<file path="config.mk">
export PLATFORM = sky130hd
export DESIGN_NAME = i2c_ifm_scheduler
export DESIGN_NICKNAME = d
export VERILOG_FILES = /design/src/rtl/i2c_ifm_scheduler.sv
export SDC_FILE = /design/constraint.sdc
export NUM_CORES = 1
export LEC_CHECK = 0
export ABC_AREA = 1
export CAP_MARGIN = 20
export CORE_MARGIN = 1.5
export CORE_UTILIZATION = 60
export CTS_BUF_LIST = sky130_fd_sc_hd__clkbuf_4 sky130_fd_sc_hd__clkbuf_8
export DETAILED_ROUTE_END_ITERATION = 10
export PLACE_DENSITY = 0.86
export SETUP_SLACK_MARGIN = 0.1
export SYNTH_ARGS = -nofsm -noshare
export SYNTH_HDL_FRONTEND = slang
export SYNTH_SLANG_ARGS = --single-unit
</file>
<file path="constraint.sdc">
create_clock -name clock -period 9.18 [get_ports clock]
set_input_delay 2.295 -clock clock [delete_from_list [all_inputs] [get_ports clock]]
set_output_delay 2.295 -clock clock [all_outputs]
set_load 0.005 [all_outputs]
</file>
<file path="src/rtl/i2c_ifm_scheduler.sv">
// Walks the kernel window over one ifmap tile and hands each window to img2col; start-to-issue >= 2 cycles, done-to-next-issue >= 2 cycles.
// Holds in ISSUE while img2col is busy or the matrix buffer is full; optional stall_cnt output under `define I2C_SCHED_STALL_CNT_EN.
module i2c_ifm_scheduler #(
    parameter int ADDR_WID = 10,
    parameter int CNT_WID  = 12
) (
    input  logic                clock,
    input  logic                rst,
    input  logic                sched_start,
    input  logic                sched_abort,
    input  logic [2:0]          ksize,
    input  logic [1:0]          stride,
    input  logic [5:0]          tile_length,
    input  logic [5:0]          tile_height,
    input  logic                mat_buf_free,
    input  logic                i2c_ready,
    input  logic                i2c_done,
    output logic                i2c_ifm_start,
    output logic [ADDR_WID-1:0] base_addr,
    output logic                addr_valid,
    output logic [CNT_WID-1:0]  win_cnt,
    output logic                sched_busy,
    output logic                sched_done,
`ifdef I2C_SCHED_STALL_CNT_EN
    output logic [15:0]         stall_cnt,
`endif
    output logic                cfg_err
);

    typedef enum logic [2:0] {IDLE, CHECK, ISSUE, WAIT, ADVANCE, DONE} state_t;

    localparam int AREA_LIM = 1 << ADDR_WID;

    state_t      state;
    logic [2:0]  ksize_q;
    logic [1:0]  stride_q;
    logic [5:0]  len_q;
    logic [5:0]  hgt_q;
    logic [5:0]  x;
    logic [5:0]  y;
    logic        abort_seen;

    logic [11:0] area;
    logic [11:0] addr_full;
    logic [7:0]  x_next_end;
    logic [7:0]  y_next_end;
    logic        ksize_ok;
    logic        cfg_bad;
    logic        issue_ok;
    logic        abort_req;

    assign area       = {6'd0, len_q} * {6'd0, hgt_q};
    assign addr_full  = {6'd0, y} * {6'd0, len_q} + {6'd0, x};
    // 8-bit sums so the far edge of the next window never wraps
    assign x_next_end = {2'd0, x} + {6'd0, stride_q} + {5'd0, ksize_q};
    assign y_next_end = {2'd0, y} + {6'd0, stride_q} + {5'd0, ksize_q};
    assign ksize_ok   = (ksize_q == 3'd1) || (ksize_q == 3'd3) || (ksize_q == 3'd5);
    assign cfg_bad    = !ksize_ok || (stride_q == 2'd0)
                      || ({3'd0, ksize_q} > len_q) || ({3'd0, ksize_q} > hgt_q)
                      || (int'({20'd0, area}) > AREA_LIM);
    assign issue_ok   = i2c_ready && mat_buf_free && !i2c_done;
    assign abort_req  = sched_abort || abort_seen;
    assign sched_busy = (state != IDLE);

    always_ff @(posedge clock) begin
        if (rst) begin
            state         <= IDLE;
            ksize_q       <= '0;
            stride_q      <= '0;
            len_q         <= '0;
            hgt_q         <= '0;
            x             <= '0;
            y             <= '0;
            abort_seen    <= 1'b0;
            i2c_ifm_start <= 1'b0;
            base_addr     <= '0;
            addr_valid    <= 1'b0;
            win_cnt       <= '0;
            sched_done    <= 1'b0;
            cfg_err       <= 1'b0;
`ifdef I2C_SCHED_STALL_CNT_EN
            stall_cnt     <= '0;
`endif
        end else begin
            i2c_ifm_start <= 1'b0;
            sched_done    <= 1'b0;
            if (state != IDLE && sched_abort)
                abort_seen <= 1'b1;

            case (state)
                IDLE: begin
                    if (sched_start) begin
                        ksize_q    <= ksize;
                        stride_q   <= stride;
                        len_q      <= tile_length;
                        hgt_q      <= tile_height;
                        win_cnt    <= '0;
                        cfg_err    <= 1'b0;
                        abort_seen <= 1'b0;
`ifdef I2C_SCHED_STALL_CNT_EN
                        stall_cnt  <= '0;
`endif
                        state      <= CHECK;
                    end
                end
                CHECK: begin
                    if (cfg_bad) begin
                        cfg_err <= 1'b1;
                        state   <= DONE;
                    end else begin
                        x     <= '0;
                        y     <= '0;
                        state <= ISSUE;
                    end
                end
                ISSUE: begin
`ifdef I2C_SCHED_STALL_CNT_EN
                    if (i2c_ready && !mat_buf_free && stall_cnt != '1)
                        stall_cnt <= stall_cnt + 16'd1;
`endif
                    if (abort_req) begin
                        state <= DONE;
                    end else if (issue_ok) begin
                        base_addr     <= ADDR_WID'(addr_full);
                        i2c_ifm_start <= 1'b1;
                        addr_valid    <= 1'b1;
                        state         <= WAIT;
                    end
                end
                WAIT: begin
                    if (i2c_done) begin
                        if (win_cnt != '1)
                            win_cnt <= win_cnt + 1'b1;
                        addr_valid <= 1'b0;
                        state      <= abort_req ? DONE : ADVANCE;
                    end
                end
                ADVANCE: begin
                    if (x_next_end <= {2'd0, len_q}) begin
                        x     <= x + {4'd0, stride_q};
                        state <= ISSUE;
                    end else if (y_next_end <= {2'd0, hgt_q}) begin
                        x     <= '0;
                        y     <= y + {4'd0, stride_q};
                        state <= ISSUE;
                    end else begin
                        state <= DONE;
                    end
                end
                DONE: begin
                    sched_done <= 1'b1;
                    state      <= IDLE;
                end
                default: state <= IDLE;
            endcase
        end
    end

endmodule
</file>
==> results of run 1 <==
==> cells in the final DEF, fill, tap and decap left out, types with 2 or more instances in the layout <==
cell type and n:
sky130_fd_sc_hd__nand4_1 10, sky130_fd_sc_hd__nor2_1 74, sky130_fd_sc_hd__xor2_1 18, sky130_fd_sc_hd__o21bai_1 3
sky130_fd_sc_hd__inv_2 7, sky130_fd_sc_hd__nand2_2 2, sky130_fd_sc_hd__clkdlybuf4s50_1 50, sky130_fd_sc_hd__inv_1 159
sky130_fd_sc_hd__nor3_2 2, sky130_fd_sc_hd__clkbuf_8 9, sky130_fd_sc_hd__a21o_1 2, sky130_fd_sc_hd__o211ai_1 3
sky130_fd_sc_hd__ha_1 74, sky130_fd_sc_hd__a21oi_1 61, sky130_fd_sc_hd__bufinv_16 2, sky130_fd_sc_hd__nor3_1 9
sky130_fd_sc_hd__nand2_4 4, sky130_fd_sc_hd__dfxtp_1 59, sky130_fd_sc_hd__nand3_1 46, sky130_fd_sc_hd__xnor2_1 10
sky130_fd_sc_hd__clkinvlp_4 2, sky130_fd_sc_hd__o21ai_0 25, sky130_fd_sc_hd__fa_1 44, sky130_fd_sc_hd__nand2_1 190
sky130_fd_sc_hd__a31oi_1 2, sky130_fd_sc_hd__o21ai_2 2, sky130_fd_sc_hd__a211oi_1 3, sky130_fd_sc_hd__or2_1 2
sky130_fd_sc_hd__nand3b_1 2, sky130_fd_sc_hd__o21ai_1 2
==> flip-flops by register name, indices dropped and copies added (netlist names), 2 cells and up <==
name	cells
ksize_q	3
stride_q	2
base_addr	10
state	3
len_q	6
hgt_q	6
win_cnt	12
x	6
y	6
==> layout make-up <==
type / instances / share of cell area [%]
Tap cell: 133 / 2.44
Inverter: 167 / 9.24
Clock buffer: 10 / 1.93
Sequential cell: 59 / 17.3
Clock inverter: 6 / 1.30
Multi-Input combinational cell: 600 / 60.4
Timing Repair Buffer: 50 / 7.34
==> worst min-delay path: cells and delay by family, from the launching register on <==
kind            cells  cell delay, ns
flops               1            0.33
compound gates      1            0.09
buf+inv             1            0.05
==> worst paths after layout <==
| path | from | end | depth (start not counted) |
|---|---|---|---|
| worst min-delay path | base_addr[8] | base_addr[8] | 2 |
| worst max-delay path | rst | win_cnt[10] | 6 |
| worst min register to register | base_addr[8] | base_addr[8] | 2 |
| worst max register to register | len_q[2] | y[3] | 20 |
==> power groups by stage <==
stage / Clock, W / Combinational (W) / Sequential [W]
2_1_floorplan: 0 / 0.000411 / 0.000336
3_3_place_gp: 0 / 0.000500 / 0.000375
3_5_place_dp: 0 / 0.000515 / 0.000375
4_1_cts: 0.000269 / 0.000524 / 0.000369
5_1_grt: 0.000279 / 0.000603 / 0.000378
6_report: 0.000266 / 0.000523 / 0.000371
==> logic make-up after synthesis <==
group | Yosys count
and+or+nand+nor | 348
adders and majority gates | 118
buffers and inverters | 187
DFF | 59
AOI/OAI and AO/OA | 106
xor gates and xnor gates | 28
==> metrics by stage <==
stage / worst slack (ns) / area (µm²)
after global routing: 4.35 / 6810
after CTS: 4.63 / 6810
after detailed placement: 4.28 / 6590
final: 4.57 / 6810
after floorplan: 5.21 / 6000
after global placement: 4.32 / 6590
==> layer usage <==
layer | routed length, µm | vias up
met1 | 5920 | 2427
met2 | 6200 | 132
li1 | - | 2728
met5 | 0 | -
met4 | 297 | 0
met3 | 576 | 28
==> results.md, run 1 <==
Power:
- The sum of internal, switching and leakage power is 0.00116 W.
- The switching power as a share of total power is 44.2%.
- The power density over the cells is 170 mW/mm².
- The internal portion of total power is 0.000648 W.
- In this run, flip-flops and latches consume 32.0% of the power.
- In this run the power spent charging and discharging nets is 0.000513 W.
- The relative contribution of combinational cells to total power is 45.1%.
- For this design the static power due to leakage is 3.68 nW.
- Per report_power, the clock group accounts for 22.9% of the total.
- The worst vdd rail ir drop is 139 µV.

Synth:
- The prevailing post-synth register cell is sky130_fd_sc_hd__dfxtp_1.
- Summing every instance area after synthesis gives 0.00600 mm².
- The share of cell area taken by muxes after synthesis is 0%.
- The combinational family with the most area after synthesis is adder cells.
- The number of synthesized flops with an enable pin is 0.
- The post-synthesis sequential area ratio is 19.7%.
- Of all cell types, the one taking the most synthesized area is sky130_fd_sc_hd__dfxtp_1.
- The number of distinct library cells after synthesis is 39.
- Yosys printed 0 warnings.
- The synthesized netlist devotes 9.61% of its cell area to compound gates.
- The share of synthesized cell area in and, or, nand and nor gates is 24.8%.
- The number of standard cells after synthesis is 846.
- The synthesized design contains 59 register bits.
- The per-instance average area after synthesis is 7.10 µm².
- The XOR/XNOR share of the synthesized area is 4.08%.
- The top cell type by area accounts for 19.7% of the synthesized area.
- After synthesis, the cell types taking the most area are sky130_fd_sc_hd__dfxtp_1 (20%), sky130_fd_sc_hd__ha_1 (15%), sky130_fd_sc_hd__fa_1 (15%), sky130_fd_sc_hd__nand2_1 (12%), sky130_fd_sc_hd__inv_1 (9.9%).
- After Yosys synthesis, full adders, half adders and majority gates account for 30.1% of the synthesized area.
- The net count of the mapped netlist is 988.
- The async set or reset register ratio after synthesis is 0%.
- The most frequent cell after synthesis is sky130_fd_sc_hd__nand2_1.
- The commonest cells after synthesis are sky130_fd_sc_hd__nand2_1 (190), sky130_fd_sc_hd__inv_1 (159), sky130_fd_sc_hd__ha_1 (74), sky130_fd_sc_hd__nor2_1 (74), sky130_fd_sc_hd__a21oi_1 (61).

GRT:
- The first-pass GRT wire length is 22.2 mm.
- After global routing, the most crowded layer is met2.
- The remaining global-route overflow is 0.
- In the global route stage, met2 resource usage came out at 44.9%.
- The initial antenna violation count is 0.
- In the global route stage, met3 resource usage came out at 3.66%.
- The overall fraction of global-route tracks in use is 26.5%.
- The number of global-route vias before repair is 5074.
- In the global route stage, met1 resource usage came out at 34.8%.
- Entering global routing, the biggest net connects 31 pins.

Setup path:
- The delay of the slowest cell on the worst path is 1.20 ns.
- The highest fanout seen on the critical path is 29.
- The critical path contains buffers and inverters numbering 3 combined.
- Data arrives at the worst endpoint at 4.84 ns.
- The launching element type of the critical path is a primary input.
- On the critical path the largest part of the delay comes from buffers and inverters.
- Among all stages on the critical path, the largest delay is contributed by sky130_fd_sc_hd__clkdlybuf4s50_1.
- The library cell appearing most often on the critical path is sky130_fd_sc_hd__inv_1.
- The startpoint-to-endpoint class of the critical path is in -> reg.
- Traced cell by cell, the critical path runs through clkdlybuf4s50_1, inv_1, nand2_1, inv_1, o21ai_1, a22oi_1.
- Data on the critical path is required at its endpoint by 9.41 ns.
- In this run the register-to-register setup slack is 4.70 ns.
- The category of the worst setup path capture point is a register.

Cells and area:
- The non-filler instance count after layout is 1025.
- In the final layout, the multi-input gates occupy 0.00412 mm².
- The repair_antennas step left the layout with diodes totalling 0.
- The layout net count is 1029.
- Across the whole layout, storage elements account for 0.00118 mm².
- For this run, the share of the core covered by cells in the final layout is 70.0%.
- Of the cells placed in the final design, the portion with a size suffix greater than 1 is 4.37%.
- The layout filler cell count is 816.
- The area growth from synthesis to layout is 13.5%.

Timing:
- The smallest clock period supported by the final layout is computed as 4.61 ns.
- Clock skew on the completed layout was measured at 0.00671 ns.
- Hold is met by 0.505 ns.
- The final worst-path cycle share is 50.2%.
- The final count of pins violating max slew is 0.
- In this run the tightest slew margin relative to its limit is 26.2%.
- The number of endpoints with negative hold slack in the final report is 0.
- Setup repair after global routing left no endpoint under its margin.
- The sum of negative setup slack is 0 ns.
- The peak clock frequency supported by timing is 217 MHz.
- The number of setup violations in the final report is 0.
- At the pin with the least slew margin, the transition time is 1.10 ns.

Status:
- The flow ran to the end, and the final reports show no timing, DRC or antenna violations.

Job:
- The number of max-capacitance violations reported is 0.

CTS:
- After clock tree synthesis, the clock-pin slew on the worst setup and hold paths is 0.07 ns.
- At the later pin of the worst-skew pair, clock insertion delay measures 0.34 ns.
- Post-CTS timing repair inserted 0 buffers for setup.
- The clock tree synthesis step divided the H-tree into 3 levels.
- The quantity of gates resized following cts is 0.
- The total CTS buffers is 9.
- The root buffer cell chosen for the clock tree is sky130_fd_sc_hd__clkbuf_8.
- The total number of clock tree sinks is 59.
- The maximum root-to-sink buffer count is 2.
- TritonCTS built the clock tree.
- The total of hold buffers inserted after clock tree synthesis is 0.

Floorplan:
- The row count is 36.
- 51 I/O pins were placed.
- The initial utilization of the core area, before any placement, comes to 61.7%.
- The die is 103 µm tall.
- The die is 103 µm wide.
- After floorplanning, the core was sized to cover 0.00973 mm².
- The die covers 0.0106 mm².

Route:
- The average detailed-routed wire length per instance is 12.7 µm.
- The total via count after detailed routing is 5315.
- The number of routed nets with antenna violations is 0.
- The first routing iteration left 249 violations.
- After detailed routing, the number of remaining DRC violations is 0.
- The iteration count of the initial detailed-routing pass is 5.
- The routed design has 13.0 mm of wire.
- In the routed layout, each cell is associated on average with a via count of 5.19.

Place:
- Counting tap cells, the placed design contains a total of 1009 instances.
- Input and output buffers added on the ports amount to 50.
- The sum of net half-perimeters after detailed placement is 10.1 mm.
- The weighted congestion reported at the end of routability-driven placement is 0.880.

Worst hold path:
- The type of the most critical hold path is reg -> reg.
Power figures use the tool's default switching activity.
==> inputs of run 2 (changes only) <==
CORE_UTILIZATION = 55   (was 60)
PLACE_DENSITY = 0.83   (was 0.86)
clock period = 4.05 ns   (was 9.18 ns; I/O delays follow)
==> run 2 against run 1 <==
Hold slack worse by 0.025 ns. Global-route usage shrank 0.44 points. Total power rose by 150%. Clock skew is 0.00057 ns higher. Register-to-register slack worse by 4.5 ns. Final cell count grew 3.3%. Worst setup slack got worse by 4.4 ns. Sequential share of layout area shrank 0.71 points. Largest power group unchanged. Die area up 8.8%. Combinational power grew to 2.8 times the previous value. Via count is 5.1% higher.
==> results.md, run 2 (same netlist as run 1, synthesis figures left out) <==
Status:
- The flow ran to the end, and the final reports show no timing, DRC or antenna violations.

Cells and area:
- The largest registers in the layout are win_cnt x12, base_addr x10.
- The register containing the most flip-flops in the final layout is win_cnt.
- The flip-flop count of the largest register, all copies and words added is 12.
- The filler cells instantiated in the layout total 841.
- The area growth from synthesis to layout is 21.3%.
- Leaving out fill and tap cells, the most frequent cell in the layout is sky130_fd_sc_hd__nand2_1.
- The layout net count is 1060.
- 0 antenna diodes ended up in the layout.
- The final standard cell utilization of the core is 69.6%.
- The share of post-route cells with drive strength above 1 is 12.9%.
- After routing the design area is 0.00729 mm².
- The combined flip-flop and latch cell area is 0.00121 mm².
- Leaving out filler cells and counting taps, the final layout contains 1059.
- The total area of multi-input combinational cells is 0.00432 mm².
- In the layout the commonest cells are sky130_fd_sc_hd__nand2_1 (177), sky130_fd_sc_hd__inv_1 (151), sky130_fd_sc_hd__nor2_1 (73), sky130_fd_sc_hd__ha_1 (65), sky130_fd_sc_hd__a21oi_1 (58).

CTS:
- The total CTS buffers is 9.
- The clock-pin slew on the worst setup and hold paths is 0.07 ns.
- The clock latency on the worst-skew pair is 0.35 ns.
- CTS saw 59 sinks.
- Hold repair after CTS inserted 0 buffers.
- The level count of the clock H-tree is 3.
- In this run the clock root is driven by a sky130_fd_sc_hd__clkbuf_8.
- The clock tree from TritonCTS is built.
- The longest clock path from root to sink contains 2 buffers.

Timing:
- The number of setup violations in the final report is 0.
- The worst max-slew margin expressed relative to the limit is 48.4%.
- The clock skew after layout is 0.00728 ns.
- Summed over all failing endpoints, the final setup total negative slack is 0 ns.
- The peak clock frequency supported by timing is 257 MHz.
- Setup repair after global routing could not meet its margin everywhere.
- The number of endpoints with negative hold slack in the final report is 0.
- The final count of pins violating max slew is 0.
- For the pin with the worst max-slew slack, the measured transition is 0.774 ns.
- The final worst-path cycle share is 96.0%.
- The slack of the critical path is 0.161 ns.
- The post-layout minimum cycle time is 3.89 ns.

Power:
- The leakage power is 3.85 nW.
- VDD sags by at most 355 µV.
- The power density over the cells is 392 mW/mm².

Setup path:
- The worst setup path is launched from a register.
- At the worst endpoint, the required time is 4.30 ns.
- The most critical setup path has its startpoint at len_q[0].
- Counting both buffers and inverters, the worst setup path holds a total of 5.
- For this run, the slowest stage of the critical path takes 0.54 ns.
- Counting stages on the worst path, the most repeated cell is sky130_fd_sc_hd__fa_1.
- Data on the critical path arrives at its endpoint at 4.14 ns.
- Walking the worst path, the cells encountered are nand2_2, inv_2, fa_1, inv_2, fa_1, fa_1, inv_1, fa_1, ha_4, nand2_4, inv_2, nand4_1, o211ai_1, nand2_1, nand2_1, a21oi_2, xnor2_1, o21ai_1, inv_1.
- The highest fanout seen on the critical path is 6.
- The critical-path cell with the highest stage delay is sky130_fd_sc_hd__fa_1.
- STA classifies the critical path endpoint as a register.
- The worst setup path is of the reg -> reg kind.
- The cell family contributing the most delay on the critical path is adder cells.
- The source of the worst register-to-register timing path is len_q[0].

Place:
- The placement-stage worst setup slack is -0.0441 ns.
- Routability-driven placement finished with a final weighted congestion of 0.898.
- Once detailed placement completed, the half-perimeter wirelength came to 10.8 mm.
- After detailed placement, the total cell area comes to 0.00678 mm².
- Once placement completed, the tool counted placed cells totaling 1036.
- Buffers placed on the I/O ports in this run total 50.

Route:
- The iteration count of the initial detailed-routing pass is 5.
- Dividing the detail-routed wire length by the instance count gives 14.0 µm.
- The number of routed nets with antenna violations is 0.
- The ratio of routed vias to standard cells is 5.27.
- The total wirelength of the detailed-routed design is 14.9 mm.
- The final route contains 5584 vias.
- The initial DRC count is 458.
- In the routed design, unresolved DRC markers number 0.

Floorplan:
- The floorplan has 37 rows.
- The initial standard-cell utilization of the core is 57.4%.
- In this run the count of I/O pins placed on the die edge is 51.
- The width of the die is 107 µm.
- The region available for standard cell placement spans 0.0105 mm².
- The chip height is 107 µm.
- The area enclosed by the die boundary is 0.0116 mm².

GRT:
- The largest net degree at the start of global routing is 29.
- The overall fraction of global-route tracks in use is 26.1%.
- The first-pass GRT wire length is 24.2 mm.
- The remaining global-route overflow is 0.
- The number of global-route vias before repair was 5198.
- The initial antenna violation count is 0.

Job:
- Across the run, the number of max-cap violations was 0.

Worst hold path:
- The type of the most critical hold path is reg -> reg.
- The worst hold path begins at cfg_err.
==> run 2: worst min-delay path, stage by stage, from the launching register on <==
cell and delay, ns:
sky130_fd_sc_hd__dfxtp_1 0.32, sky130_fd_sc_hd__nand2_1 0.06, sky130_fd_sc_hd__a21oi_1 0.05
==> run 2: cell type report <==
cell class	count	area share [%]
Multi-Input combinational cell	601	59.3
Sequential cell	59	16.6
Timing Repair Buffer	80	10.1
Inverter	167	8.64
Tap cell	136	2.34
Clock buffer	10	1.80
Clock inverter	6	1.22
==> run 2: worst paths after layout <==
kind	to	slack [ns]	cells after the start
max	base_addr[9]	0.16	19
min	cfg_err	0.48	2
max reg2reg	base_addr[9]	0.16	19
min reg2reg	cfg_err	0.48	2
==> run 2: repair_timing <==
item / 4_1_cts / 5_1_grt
gates resized for setup: 11 / 59
buffers inserted: 0 / 6
hold endpoints to repair: 0 / 0
pin swaps: 1 / 43
gates cloned: 1 / 0
setup endpoints to repair: 17 / 20
==> run 2: routing by layer <==
| metal | vias to the layer above | wire [µm] | GRT usage [%] | share of wire (%) |
|---|---|---|---|---|
| met3 | 31 | 989 | 5.15 | 6.7 |
| met4 | 0 | 252 | 6.11 | 1.7 |
| li1 | 2787 | - | - | - |
| met2 | 207 | 6780 | 40.8 | 46 |
| met5 | - | 0 | 0 | 0 |
| met1 | 2559 | 6830 | 37.2 | 46 |
==> run 2: where the power goes <==
| group | total [W] | internal, W | switching [W] |
|---|---|---|---|
| registers | 0.000799 | 0.000671 | 0.000128 |
| clock network | 0.000607 | 0.000354 | 0.000253 |
| logic | 0.00145 | 0.000575 | 0.000873 |
==> run 2: per-stage QoR <==
stage / total power (W) / hold slack [ns]
finish: 0.00285 / 0.480
global route: 0.00308 / 0.497
CTS: 0.00273 / 0.479
detailed placement: 0.00210 / 0.466
global placement: 0.00205 / 0.461
floorplan: 0.00169 / 0.462
==> inputs of run 3 (changes only) <==
SKIP_LAST_GASP = 1   (was default)
==> results of run 3 <==
Same layout as run 2: the final DEF is identical, and so are final timing and power.
